$ cat src/rtl/expand_a_scheduler.sv
`default_nettype none
// ----------------------------------------------------------------------------
// Module  : expand_a_scheduler
// Brief   : Launches the rejection sampler K*L times (row-major) and writes
//           every returned coefficient into the matrix-A RAM.
// Revision: 1.0  initial release
// ----------------------------------------------------------------------------
module expand_a_scheduler #(
  parameter int K           = 6,
  parameter int L           = 5,
  parameter int ADDR_W      = 13,
  parameter int TIMEOUT_CYC = 20000
) (
  input  logic              clk,
  input  logic              rst_n,
  input  logic              i_start,
  input  logic [255:0]      i_rho,
  output logic              o_busy,
  output logic              o_done,
  output logic              o_err,
  output logic              o_rs_start,
  output logic [255:0]      o_rs_rho,
  output logic [7:0]        o_rs_row,
  output logic [7:0]        o_rs_column,
  input  logic              i_rs_coeff_valid,
  input  logic [22:0]       i_rs_coeff_data,
  input  logic              i_rs_done,
  output logic              o_wr_en,
  output logic [ADDR_W-1:0] o_wr_addr,
  output logic [22:0]       o_wr_data
);

  typedef enum logic [2:0] {
    S_IDLE    = 3'd0,
    S_LAUNCH  = 3'd1,
    S_COLLECT = 3'd2,
    S_NEXT    = 3'd3,
    S_FINISH  = 3'd4,
    S_ERR     = 3'd5
  } state_t;

  localparam logic [7:0]  c_LAST_ROW = 8'(K - 1);
  localparam logic [7:0]  c_LAST_COL = 8'(L - 1);
  localparam logic [15:0] c_TMO_LAST = 16'(TIMEOUT_CYC - 1);

  state_t            r_state;
  state_t            w_state_nxt;
  logic [255:0]      r_rho;
  logic [7:0]        r_row;
  logic [7:0]        r_col;
  logic [8:0]        r_idx;
  logic [15:0]       r_timer;
  logic [ADDR_W-1:0] r_poly_base;
  logic              r_wr_en;
  logic [ADDR_W-1:0] r_wr_addr;
  logic [22:0]       r_wr_data;

  logic w_start_ok;
  logic w_last_poly;
  logic w_overflow;
  logic w_complete;
  logic w_early_done;
  logic w_timeout;
  logic w_wr;

  assign w_start_ok  = i_start && ((r_state == S_IDLE) || (r_state == S_FINISH) || (r_state == S_ERR));
  assign w_last_poly = (r_row == c_LAST_ROW) && (r_col == c_LAST_COL);
  assign w_overflow  = i_rs_coeff_valid && r_idx[8];
  assign w_complete  = r_idx[8] && i_rs_done;
  // The first two collect cycles may still see the previous polynomial's done level.
  assign w_early_done = i_rs_done && !r_idx[8] && (r_timer >= 16'd2);
  assign w_timeout   = (r_timer == c_TMO_LAST);

  always_ff @(posedge clk or negedge rst_n) begin
    if (!rst_n) begin
      r_state <= S_IDLE;
    end else begin
      r_state <= w_state_nxt;
    end
  end

  always_comb begin
    w_state_nxt = r_state;
    w_wr        = 1'b0;
    case (r_state)
      S_IDLE, S_FINISH, S_ERR: begin
        if (i_start) begin
          w_state_nxt = S_LAUNCH;
        end else if (r_state == S_FINISH) begin
          w_state_nxt = S_IDLE;
        end
      end
      S_LAUNCH: w_state_nxt = S_COLLECT;
      S_COLLECT: begin
        if (w_overflow) begin
          w_state_nxt = S_ERR;
        end else if (w_complete) begin
          w_state_nxt = S_NEXT;
        end else if (w_early_done || w_timeout) begin
          w_state_nxt = S_ERR;
        end else begin
          w_wr = i_rs_coeff_valid;
        end
      end
      S_NEXT:  w_state_nxt = w_last_poly ? S_FINISH : S_LAUNCH;
      default: w_state_nxt = S_IDLE;
    endcase
  end

  always_ff @(posedge clk or negedge rst_n) begin
    if (!rst_n) begin
      r_rho       <= '0;
      r_row       <= '0;
      r_col       <= '0;
      r_idx       <= '0;
      r_timer     <= '0;
      r_poly_base <= '0;
      r_wr_en     <= 1'b0;
      r_wr_addr   <= '0;
      r_wr_data   <= '0;
    end else begin
      r_wr_en <= w_wr;
      if (w_wr) begin
        r_wr_addr <= r_poly_base + ADDR_W'(r_idx[7:0]);
        r_wr_data <= i_rs_coeff_data;
      end
      if (w_start_ok) begin
        r_rho       <= i_rho;
        r_row       <= '0;
        r_col       <= '0;
        r_poly_base <= '0;
      end
      case (r_state)
        S_LAUNCH: begin
          r_idx   <= '0;
          r_timer <= '0;
        end
        S_COLLECT: begin
          r_timer <= r_timer + 16'd1;
          if (w_wr) begin
            r_idx <= r_idx + 9'd1;
          end
        end
        S_NEXT: begin
          if (!w_last_poly) begin
            if (r_col == c_LAST_COL) begin
              r_col <= '0;
              r_row <= r_row + 8'd1;
            end else begin
              r_col <= r_col + 8'd1;
            end
            r_poly_base <= r_poly_base + ADDR_W'(256);
          end
        end
        default: ;
      endcase
    end
  end

  assign o_busy      = (r_state == S_LAUNCH) || (r_state == S_COLLECT) || (r_state == S_NEXT);
  assign o_done      = (r_state == S_FINISH);
  assign o_err       = (r_state == S_ERR);
  assign o_rs_start  = (r_state == S_LAUNCH);
  assign o_rs_rho    = r_rho;
  assign o_rs_row    = r_row;
  assign o_rs_column = r_col;
  assign o_wr_en     = r_wr_en;
  assign o_wr_addr   = r_wr_addr;
  assign o_wr_data   = r_wr_data;

endmodule
`default_nettype wire
$ cat config.mk
export PLATFORM = sky130hd
export DESIGN_NAME = expand_a_scheduler
export DESIGN_NICKNAME = d
export VERILOG_FILES = /design/src/rtl/expand_a_scheduler.sv
export SDC_FILE = /design/constraint.sdc
export NUM_CORES = 1
export LEC_CHECK = 0
export BUFFER_PORTS_ARGS = -buffer_cell sky130_fd_sc_hd__buf_2
export CORE_AREA = 5 5 228 230
export DETAILED_ROUTE_END_ITERATION = 16
export DIE_AREA = 0 0 233 235
export HOLD_SLACK_MARGIN = 0.05
export PLACE_DENSITY = 0.57
export SYNTH_ARGS = -nofsm -noshare
export SYNTH_HDL_FRONTEND = slang
export SYNTH_SLANG_ARGS = --single-unit
$ cat constraint.sdc
create_clock -name clk -period 5 [get_ports clk]
set_clock_uncertainty 0.2 [all_clocks]
set_input_delay 1.5 -clock clk [delete_from_list [all_inputs] [get_ports clk]]
set_output_delay 1.5 -clock clk [all_outputs]
set_load 0.01 [all_outputs]
Yosys cells after proc, flatten, opt, wreduce, memory -nomap -nowiden

Cells that the tools add are included.
W data, S select, Z words.

Flip-flop bits (word level): 350
Input bits: 284
Output and inout bits: 313
Word-level logic and storage cells: 70

Add/subtract/negate cells: 6
Order comparisons: 1
Equal/unequal tests: 11
Muxes and demuxes: 25
Reduce and logical (&&, ||, !) cells: 17

Operators by type and width:

| cell                    | number |
|---|---|
| $mux W8                 | 8 |
| $mux W13                | 3 |
| $pmux W16 S2            | 1 |
| $mux W3                 | 6 |
| $pmux W9 S2             | 1 |
| $add A16 B1 Y16 const B | 1 |
| $add A8 B1 Y8 const B   | 2 |
| $eq A16 B15 Y1 const B  | 1 |
| $eq A8 B3 Y1 const B    | 2 |
| $ge A16 B2 Y1 const B   | 1 |
| $add A13 B8 Y13         | 1 |
| $add A13 B9 Y13 const B | 1 |
| $pmux W3 S4             | 1 |
| $add A9 B1 Y9 const B   | 1 |
| $mux W9                 | 1 |
| $eq A3 B2 Y1 const B    | 2 |
| $eq A3 B3 Y1 const B    | 2 |
| $logic_and A1 B1 Y1     | 6 |
| $logic_or A1 B1 Y1      | 5 |
| $mux W1                 | 4 |
| $ne A4 B4 Y1 const B    | 1 |
| $reduce_and A2 Y1       | 2 |
| $eq A3 B1 Y1 const B    | 1 |
| $logic_not A3 Y1        | 1 |
| other kinds (5)         | 5 |

Logic depth before layout (Yosys ltp)

Gate-level depths: netlist of run 1.

Depth after elaboration: 10
Mapped depth: 9
Depth with buffers taken out: 8

Least setup slack after synthesis of run 1

OpenSTA, ideal clock, no wires.

Kind: input-to-reg
Start: in i_rs_coeff_valid
End: reg r_wr_addr[0], in the netlist o_wr_addr[0]
Library setup time: 0.125 ns
Data arrival time: 2.579 ns
Data required time: 4.675 ns
Setup slack: 2.096 ns
Cell stages on the path: 5
Path buffers: 1
Path through: nor4b_4 > nand2_4 > inv_8 > buf_12 > mux2_4

Cells in the longest elaborated chain, start to end: 4
Elaborated cells between the ends (all ways): 5
Those cells by class: mux (4); reduce/logical (1)

RTL lines:

| what                 | line | source |
|---|---|---|
| start, declared      | 25   | `input logic i_rs_coeff_valid,` |
| $mux W1              | 99   | `end else if (w_early_done \|\| w_timeout) begin` |
| $mux W1              | 97   | `end else if (w_complete) begin` |
| $mux W1 (*)          | 95   | `if (w_overflow) begin` |
| $mux W1 (*)          | 85   | `case (r_state)` |
| end signal, assigned | 124  | `r_wr_addr <= r_poly_base + ADDR_W'(r_idx[7:0]);` |
| end, declared        | 55   | `logic [ADDR_W-1:0] r_wr_addr;` |

Mark *: on every way between the ends. The rest lies on a longest branch, timed or not.
A chain may end at the register's enable or synchronous reset.

Worst setup path after layout of run 1

Start: reg r_state[2]
End: out o_rs_start

Cells in the longest elaborated chain, start to end: 1

RTL lines:

| what                   | line | source |
|---|---|---|
| start, declared        | 46   | `state_t r_state;` |
| start signal, assigned | 78   | `r_state <= w_state_nxt;` |
| $eq A3 B1 Y1           | 163  | `assign o_rs_start = (r_state == S_LAUNCH);` |
| end, declared          | 21   | `output logic o_rs_start,` |

Every way passes these cells.

==> results of run 1 <==
## cells in the final DEF (no fill, tap or decap), types with 6 or more instances in the layout
master / netlist / routed
and3_1: 12 / 12
ha_1: 16 / 16
o21ai_0: 49 / 49
o31ai_1: 8 / 8
buf_4: 1 / 6
mux2_4: 23 / 23
clkbuf_8: 0 / 7
clkinv_2: 0 / 12
buf_2: 1 / 595
inv_1: 15 / 15
dfrtp_1: 350 / 350
and2_1: 10 / 10
diode_2: 0 / 8
buf_12: 2 / 8
nand4_1: 12 / 12
or3_1: 6 / 6
nand3_1: 22 / 22
a21oi_1: 12 / 12
a31oi_1: 11 / 11
xor2_1: 7 / 7
clkbuf_16: 0 / 43
nand2_1: 804 / 804
nor2_1: 27 / 27
clkbuf_1: 67 / 8
mux2i_1: 11 / 11
nor3_1: 13 / 13
## through the flow
stage / power, W / worst slack [ps] / hold WS [ps] / utilization [%]
2_1_floorplan: 0.00703 / 2100 / 253 / -
3_3_place_gp: 0.00905 / 1770 / 252 / 36.5
3_5_place_dp: 0.00916 / 1720 / 256 / 36.5
4_1_cts: 0.0122 / 1230 / 271 / 39.1
5_1_grt: 0.0128 / 1140 / 285 / 39.2
6_report: 0.0120 / 1300 / 265 / 39.2
## power groups by stage
stage	Clock [W]	Combinational (W)	Sequential, W
global placement	0	0.00441	0.00464
detailed placement	0	0.00451	0.00465
CTS	0.00303	0.00450	0.00465
finish	0.00293	0.00440	0.00465
global route	0.00315	0.00487	0.00479
floorplan	0	0.00187	0.00516
## cell type report
class / count / area share [%]
Antenna cell: 8 / 0.103
Clock buffer: 58 / 6.18
Clock inverter: 16 / 0.592
Inverter: 16 / 0.347
Multi-Input combinational cell: 1106 / 27.0
Sequential cell: 350 / 45.0
Tap cell: 672 / 4.32
Timing Repair Buffer: 610 / 16.4
## registers in the layout, summed over array words and instances, names as in the netlist
signal and flops:
o_wr_data 23, o_rs_rho 256, r_poly_base 13, o_wr_en 1
r_state 3, r_idx 9, o_rs_column 8, o_rs_row 8
o_wr_addr 13, r_timer 16
## kinds of logic after synthesis
group	after synthesis	synth area share, %
AND/OR/NAND/NOR	936	26.4
buffers and inverters	92	2.89
XOR/XNOR	11	0.668
AO/OA/AOI/OAI	103	4.28
adder cells (fa/ha/maj)	17	1.53
multiplexers	39	3.55
flip-flops	350	60.7
## tightest hold or removal path: stages (launching register included)
cell and delay (ps):
dfrtp_1 330, nand2_1 50, nand2_1 50
## metal layers
| metal | wire length (um) | share of wire [%] | GRT usage [%] | vias up |
|---|---|---|---|---|
| li1 | - | - | - | 6104 |
| met1 | 18600 | 39 | 20.0 | 6022 |
| met2 | 22900 | 48 | 27.4 | 420 |
| met3 | 4000 | 8.5 | 5.60 | 102 |
| met4 | 1660 | 3.5 | 6.48 | 14 |
| met5 | 100 | 0.21 | 0 | - |
## how the worst max path moves through the flow
stage | start | end | slack [ps]
2_1_floorplan | i_rs_coeff_valid | o_wr_addr[0] | 2100
3_3_place_gp | i_rs_done | o_wr_data[0] | 1770
3_5_place_dp | i_rs_done | o_wr_data[3] | 1720
4_1_cts | r_state[0] | o_rs_start | 1230
5_1_grt | r_state[0] | o_rs_start | 1140
6_report | r_state[2] | o_rs_start | 1300
==> metrics, run 1 <==
status=complete, no violations; Worst Path Required=between 3000 and 4000 ps; asr flop ratio synth=100%; max_slew headroom=between 20% and 30%; clk_lat worst skew=540 ps; DRT Pass-1 Iters=5; min cycle time layout=~3700 ps; top-count cell post-synth=nand2_1; P_leak=between 10 and 15 nW; WP depth=4; CP endpoint kind=output port; post-synth top area cell=dfrtp_1; Arr. time, crit path=2000 ps; CTS Sinks=between 300 and 400; r2r endpoint=o_wr_data[3]; io pins=597; Cells on Worst Hold Path=2; Total Routed Length=about 47000 um; FF-to-FF setup slack=2040 ps; cell-internal power=approximately 0.0074 W; Area Overhead vs Synth=34.9%; TritonCTS clock tree=built; Post-synth top cells=804 x nand2_1, 350 x dfrtp_1, 67 x clkbuf_1; placed instance count=2754; Synth area leaders=dfrtp_1 61%, nand2_1 21%, mux2_4 2.4%, clkbuf_1 1.7%, o21ai_0 1.7%; synthesized instance count=about 1500; DRT antenna net count=0; multi-input logic area=5260 um2; placer congestion estimate=~0.85; VDD IR max=between 300 and 400 uV; Final Hold Vio Count=0; Starting DRT DRC Count=680; Critical-path top delay cell=or2_2; Net Sw Power=0.00460 W; Reg area=a little under 9000 um2; pwr/cell area=~620 nW/um2; Hold Path End=o_rs_rho[176]; placed cell area=18100 um2; top_reg_cell synth=dfrtp_1; Switching Fraction=about two fifths; Seq cells post-synth=350; min-delay src=o_rs_rho[176]; final setup TNS=0 ps; HPWL after DPL=roughly 35000 um; Critical Path Source Type=flop; Hold-fix buffers, CTS=0; post_cts resized=0; number of flops mapped to enable cells by yosys=0; die height=between 200 and 250 um; WP buf/inv=2; CP delay by family, top=simple AND/OR/NAND/NOR gates; share of the synthesized area in the top cell type=60.7%; gr usage total=between 15 and 20%; Mapped Area=roughly 14000 um2; first-pass GRT wire length=72800 um; CTS H-Tree Depth=2; Fmax achieved=between 200 and 300 MHz; syn_area_per_cell=approximately 9.3 um2; Layout fillers=a little over 5000; Rows=around 80; root buffer cell=clkbuf_16; Reg power frac=around 39%; number of global-route vias before repair=~13000; Critical Path Fanout Max=20; RSZ-0062 raised after global routing=no; Final #Nets=around 2400; Vias/cell=between 4 and 5; Initial Util=between 20% and 30%; Slew @ Worst Pin=~1000 ps; layout cell share with drive strength beyond 1=between 30% and 40%; worst path cell trace=nand2b_1 > or2_2 > inv_1 > buf_2; largest net degree at the start of global routing=117; Non-Filler Instances=around 2800; Max Slew Vio Count=0; max_cap viols=0; Overflow after GRT=0; R2R depth=6; Hold Crit Class=reg2reg; IO buf count=slightly below 600; vias after detailed routing=around 13000; drt drc=0; design area=between 15000 and 20000 um2; Chip Width=233 um; Yosys cell types=58; core area=slightly below 50000 um2; Comb power frac=36.8%; Crit path largest cell delay=approximately 460 ps; FF-to-FF Start=r_timer[2]; clock group share of total power=between 20% and 30%; Yosys warnings=0; final setup violation count=0; initial antenna violation count=15; die footprint=54800 um2; critical path class=reg2out; sequential element share of the synthesized area=roughly three fifths; # Post-CTS Setup Buffers=0; clock-pin slew on the worst setup and hold paths=roughly 60 ps; syn nets=1849; Final period util=between 70% and 80%; Clock Tree Buf Depth=3; wire per inst=approximately 17 um; CTS Buf Count=roughly 40
(Power assumes the default switching activity.)
==> run 2, diff against run 1 <==
CORE_AREA = 5 5 226 228   (was 5 5 228 230)
DIE_AREA = 0 0 231 233   (was 0 0 233 235)
PLACE_DENSITY = 0.58   (was 0.57)
clock period = 3.8 ns   (was 5 ns; I/O delays follow)
==> run 2 against run 1 <==
Effect of this change:
- clock-buffer cell count down 1
- sequential power up 31%
- clock power up 39%
- setup slack worse by 830 ps
- global-route usage up 0.088 points
- worst hold slack better by 0.96 ps
- combinational power up 31%
- final cell count down 1.5%
==> metrics, run 2 (synthesis results as in run 1) <==
FF-to-FF setup slack=1040 ps (-1000 ps); IO buf count=596 (unchanged); status=complete, no violations; core area=48600 um2 (-2.0%); final setup TNS=0 ps (unchanged); Non-Filler Instances=2793 (-1.5%); placer congestion estimate=0.863 (+1.3%); Fmax achieved=around 300 MHz; die footprint=53800 um2 (-1.7%); root buffer cell=clkbuf_16; Overflow after GRT=0 (unchanged); Slew @ Worst Pin=880 ps (-163 ps); Vias/cell=4.54 (+1.7%); clock-pin slew on the worst setup and hold paths=60 ps (about the same); max_cap viols=0 (unchanged); io pins=597 (unchanged); CTS H-Tree Depth=2 (unchanged); pwr/cell area=817 nW/um2 (+33%); number of global-route vias before repair=13000 (+3.2%); drt drc=0 (unchanged); Final period util=roughly 88%; clk_lat worst skew=540 ps (about the same); RSZ-0062 raised after global routing=no; Total Routed Length=47200 um (-0.15%); VDD IR max=476 uV (+35%); Comb power frac=36.2% (-0.6 points); wire per inst=16.9 um (+1.4%); post_cts resized=0 (unchanged); Hold-fix buffers, CTS=0 (unchanged); Reg power frac=38.3% (-0.5 points); Starting DRT DRC Count=612 (-10%); clock group share of total power=25.5% (+1.1 points); CP endpoint kind=output port; Chip Width=231 um (-0.86%); Hold Crit Class=reg2reg; DRT Pass-1 Iters=5 (unchanged); Max Slew Vio Count=0 (unchanged); Critical Path Source Type=flop; Worst Path Required=2460 ps (-840 ps); largest net degree at the start of global routing=162 (+38%); min cycle time layout=3330 ps; HPWL after DPL=35100 um (+0.31%); final setup violation count=0 (unchanged); Area Overhead vs Synth=35.4%; # Post-CTS Setup Buffers=0 (unchanged); met2 Use GR=28.0% (+0.61 points); placed instance count=2708 (-1.7%); Final #Nets=2430 (+0.16%); most used routing layer=met2; first-pass GRT wire length=72300 um (-0.69%); CTS Buf Count=41 (unchanged); gr usage total=16.7% (+0.088 points); Power Total=0.0160 W (+33%); met1 usage=19.0% (-1.1 points); layout cell share with drive strength beyond 1=33.4% (+0.36 points); die height=233 um (-0.85%); Clock Tree Buf Depth=3 (unchanged); Arr. time, crit path=1990 ps (about the same); P_leak=10.9 nW (+0.48%); Critical Path Fanout Max=20 (unchanged); TritonCTS clock tree=built; cell-internal power=0.00993 W (+35%); max_slew headroom=41.3% (+11 points); Layout fillers=4950 (-2.2%); Final Hold Vio Count=0 (unchanged); Net Sw Power=0.00603 W (+31%); CTS Sinks=350 (unchanged); critical path class=reg2out; vias after detailed routing=12700 (+0.17%); Rows=81 (-1.2%); Switching Fraction=37.8% (-0.61 points); final hold slack=266 ps (+0.960 ps); Initial Util=29.7% (+0.60 points); initial antenna violation count=16 (+1); most frequent cells in the layout=804 x nand2_1, 595 x buf_2, 350 x dfrtp_1; met3 Use GR=6.50% (+0.90 points); DRT antenna net count=0 (unchanged); max reg flops=256 (unchanged); commonest non-fill, non-tap cell in the layout=nand2_1
[run 2: worst paths after layout]
check,from,endpoint,cells past startpoint
worst max register to register,r_state[1],o_wr_data[2],6
worst min-delay path,o_rs_rho[31],o_rs_rho[31],2
worst min register to register,o_rs_rho[31],o_rs_rho[31],2
worst max-delay path,r_state[2],o_rs_start,4
max in group asynchronous,rst_n,o_rs_rho[138],3
min in group asynchronous,rst_n,o_wr_data[22],1
[run 2: metrics by stage]
step / utilization [%] / area (um2) / setup slack (ps)
after floorplan: - / 14400 / 1260
after global placement: 37.2 / 18100 / 1060
after detailed placement: 37.2 / 18100 / 1040
after CTS: 40.1 / 19500 / 417
after global routing: 40.1 / 19500 / 317
final: 40.2 / 19500 / 467
[run 2: per-layer routing]
layer  vias up  routed length, um
met2       454              23100
met3       112               4200
met5         -                 55
li1       6120                  -
met1      5990              17900
met4         8               1940
[run 2: area by class of cell]
| type | count | area (um2) | area share [%] |
|---|---|---|---|
| Clock inverter | 17 | 180 | 0.922 |
| Multi-Input combinational cell | 1106 | 5260 | 26.9 |
| Antenna cell | 11 | 27.5 | 0.141 |
| Clock buffer | 57 | 1240 | 6.34 |
| Timing Repair Buffer | 614 | 3230 | 16.5 |
| Inverter | 16 | 67.6 | 0.346 |
| Sequential cell | 350 | 8760 | 44.8 |
| Tap cell | 622 | 778 | 3.98 |
[run 2: power by group through the flow]
| stage | Sequential, W | Clock, W | Combinational [W] |
|---|---|---|---|
| floorplan | 0.00679 | 0 | 0.00247 |
| CTS | 0.00612 | 0.00420 | 0.00591 |
| detailed placement | 0.00613 | 0 | 0.00592 |
| global placement | 0.00612 | 0 | 0.00580 |
| global route | 0.00631 | 0.00436 | 0.00643 |
| finish | 0.00611 | 0.00407 | 0.00578 |
[run 2: critical path: stages (launching register included)]
cell      delay (ps)
dfrtp_1          440
nand2b_1         200
or2_2            460
inv_1            180
buf_2            170
==> run 3, diff against run 2 <==
ABC_AREA = 1   (was default)
CORE_AREA = 5 5 232 234   (was 5 5 226 228)
DIE_AREA = 0 0 237 239   (was 0 0 231 233)
PLACE_DENSITY = 0.56   (was 0.58)
==> run 3 against run 2 <==
Effect of this change:
- total power decreased by 1.2%
- die area grew 5.2%
- critical path depth grew 1
- combinational power shrank 1%
- synthesized cell count is 22% lower
- clock power decreased by 3%
- sequential share of layout area is 0.59 points lower
- sequential power about the same
==> metrics, run 3 <==
Overflow after GRT=0 (unchanged); drt drc=0 (unchanged); Chip Width=237 um (+2.6%); pwr/cell area=797 nW/um2 (-2.5%); Hold Crit Class=reg2reg; number of global-route vias before repair=11400 (-13%); clk_lat worst skew=550 ps (about the same); placed instance count=2480 (-8.4%); Fmax achieved=336 MHz (+12%); Non-Filler Instances=2555 (-8.5%); Yosys cell types=37 (-36%); HPWL after DPL=33800 um (-3.8%); Hold-fix buffers, CTS=0 (unchanged); DRT Pass-1 Iters=4 (-1); Yosys warnings=0 (unchanged); # Post-CTS Setup Buffers=0 (unchanged); Vias/cell=4.33 (-4.7%); final setup violation count=0 (unchanged); share of the synthesized area in the top cell type=60.0% (-0.70 points); syn_area_per_cell=12.0 um2 (+29%); die footprint=56600 um2 (+5.2%); Worst Path Required=2460 ps (about the same); Critical Path Fanout Max=13 (-35%); Final Hold Vio Count=0 (unchanged); P_leak=10.0 nW (-8.5%); Critical Path Source Type=flop; number of flops mapped to enable cells by yosys=0 (unchanged); vias after detailed routing=11100 (-13%); Initial Util=28.2% (-1.5 points); TritonCTS clock tree=built; top_reg_cell synth=dfrtp_1; Starting DRT DRC Count=418 (-32%); Max Slew Vio Count=0 (unchanged); CP endpoint kind=output port; layout cell share with drive strength beyond 1=40.8% (+7.4 points); fin util=38.2% (-2.0 points); CTS Sinks=350 (unchanged); wire per inst=16.9 um (about the same); min-delay src=r_poly_base[0]; final setup TNS=0 ps (unchanged); first-pass GRT wire length=64900 um (-10%); Synth area leaders=dfrtp_1 60%, mux2_1 15%, nand2_1 5.9%, mux2_2 5.2%, inv_1 2.2%; critical path class=reg2out; Post-synth top cells=350 x dfrtp_1, 231 x nand2_1, 189 x mux2_1; gr usage total=14.3% (-2.4 points); post_cts resized=0 (unchanged); sequential element share of the synthesized area=60.0% (-0.70 points); max_slew headroom=54.5% (+13 points); placer congestion estimate=0.853 (-1.2%); core area=51800 um2 (+6.5%); max_cap viols=0 (unchanged); Clock Tree Buf Depth=3 (unchanged); most frequent cells in the layout=595 x buf_2, 350 x dfrtp_1, 231 x nand2_1; clock-pin slew on the worst setup and hold paths=60 ps (about the same); Power Total=0.0158 W (-1.2%); CP startpoint=r_state[2]; top-count cell post-synth=dfrtp_1; status=complete, no violations; post-synth top area cell=dfrtp_1; io pins=597 (unchanged); Mapped Area=14600 um2 (+1.2%); VDD IR max=549 uV (+15%); Final period util=78.4% (-9.3 points); CTS Buf Count=40 (-2.4%); Area Overhead vs Synth=35.6%; Slew @ Worst Pin=680 ps (-200 ps); Rows=84 (+3.7%); Arr. time, crit path=1640 ps (-350 ps); asr flop ratio synth=100% (unchanged); CTS H-Tree Depth=2 (unchanged); root buffer cell=clkbuf_16; Total Routed Length=43100 um (-8.6%); RSZ-0062 raised after global routing=no; IO buf count=596 (unchanged); FF-to-FF Start=r_state[0]; Seq cells post-synth=350 (unchanged); Layout fillers=5077 (+2.6%); min cycle time layout=2980 ps (-354 ps); die height=239 um (+2.6%); DRT antenna net count=0 (unchanged); Final #Nets=2135 (-12%); initial antenna violation count=3 (-13); commonest non-fill, non-tap cell in the layout=buf_2; max reg flops=256 (unchanged); largest net degree at the start of global routing=91 (-44%); synthesized instance count=1212 (-22%); syn nets=1513 (-18%)
## run 3: critical path, cell delays in order, from the launching register on
cell,delay (ps)
dfrtp_1,440
inv_2,100
nand3_1,70
buf_4,190
inv_1,140
buf_2,160
## run 3: where the power goes
| group | total, W | switching, W | leakage (nW) | internal [W] |
|---|---|---|---|---|
| combinational | 0.00570 | 0.00312 | 5.07 | 0.00259 |
| sequential | 0.00614 | 0.000804 | 4.27 | 0.00534 |
| clock | 0.00394 | 0.00151 | 0.666 | 0.00243 |
## run 3: final timing paths
check,endpoint,slack (ps),cells past startpoint
max reg2reg,r_timer[14],1180,7
min reg2reg,r_poly_base[0],270,2
max in group asynchronous,o_rs_rho[185],2180,2
max,o_rs_start,820,5
min,r_poly_base[0],270,2
min in group asynchronous,o_rs_rho[146],380,1
## run 3: cells by family after synthesis
family,after synthesis,share of synthesized area [%]
AO/OA/AOI/OAI,67,2.49
XOR/XNOR,21,1.26
adder cells (fa/ha/maj),17,1.51
buffers and inverters,130,4.42
flip-flops,350,60.0
multiplexers,256,19.7
AND/OR/NAND/NOR,371,10.6
## run 3: through the flow
step / hold slack [ps] / setup slack [ps] / area (um2)
6_report: 272 / 821 / 19800
5_1_grt: 291 / 711 / 19800
4_1_cts: 276 / 772 / 19800
3_5_place_dp: 261 / 964 / 18400
3_3_place_gp: 258 / 937 / 18400
2_1_floorplan: 240 / 1560 / 14600
## run 3: metal layers
layer | track usage (%) | vias to the layer above | share of wire [%]
met1 | 17.2 | 5363 | 39
met3 | 4.22 | 58 | 7.6
met2 | 25.1 | 355 | 51
met4 | 3.99 | 0 | 2.2
li1 | - | 5278 | -
met5 | 0 | - | 0
## run 3: layout make-up
type                       count  area [um2]  area share [%]
sequential                   350        8760            44.2
multi-input combinational    732        5190            26.2
timing repair buffer         623        3280            16.6
clock buffer                  59        1180            5.98
tap                          688         861            4.35
inverter                      87         328            1.66
clock inverter                13         181           0.916
antenna                        3        7.51          0.0379
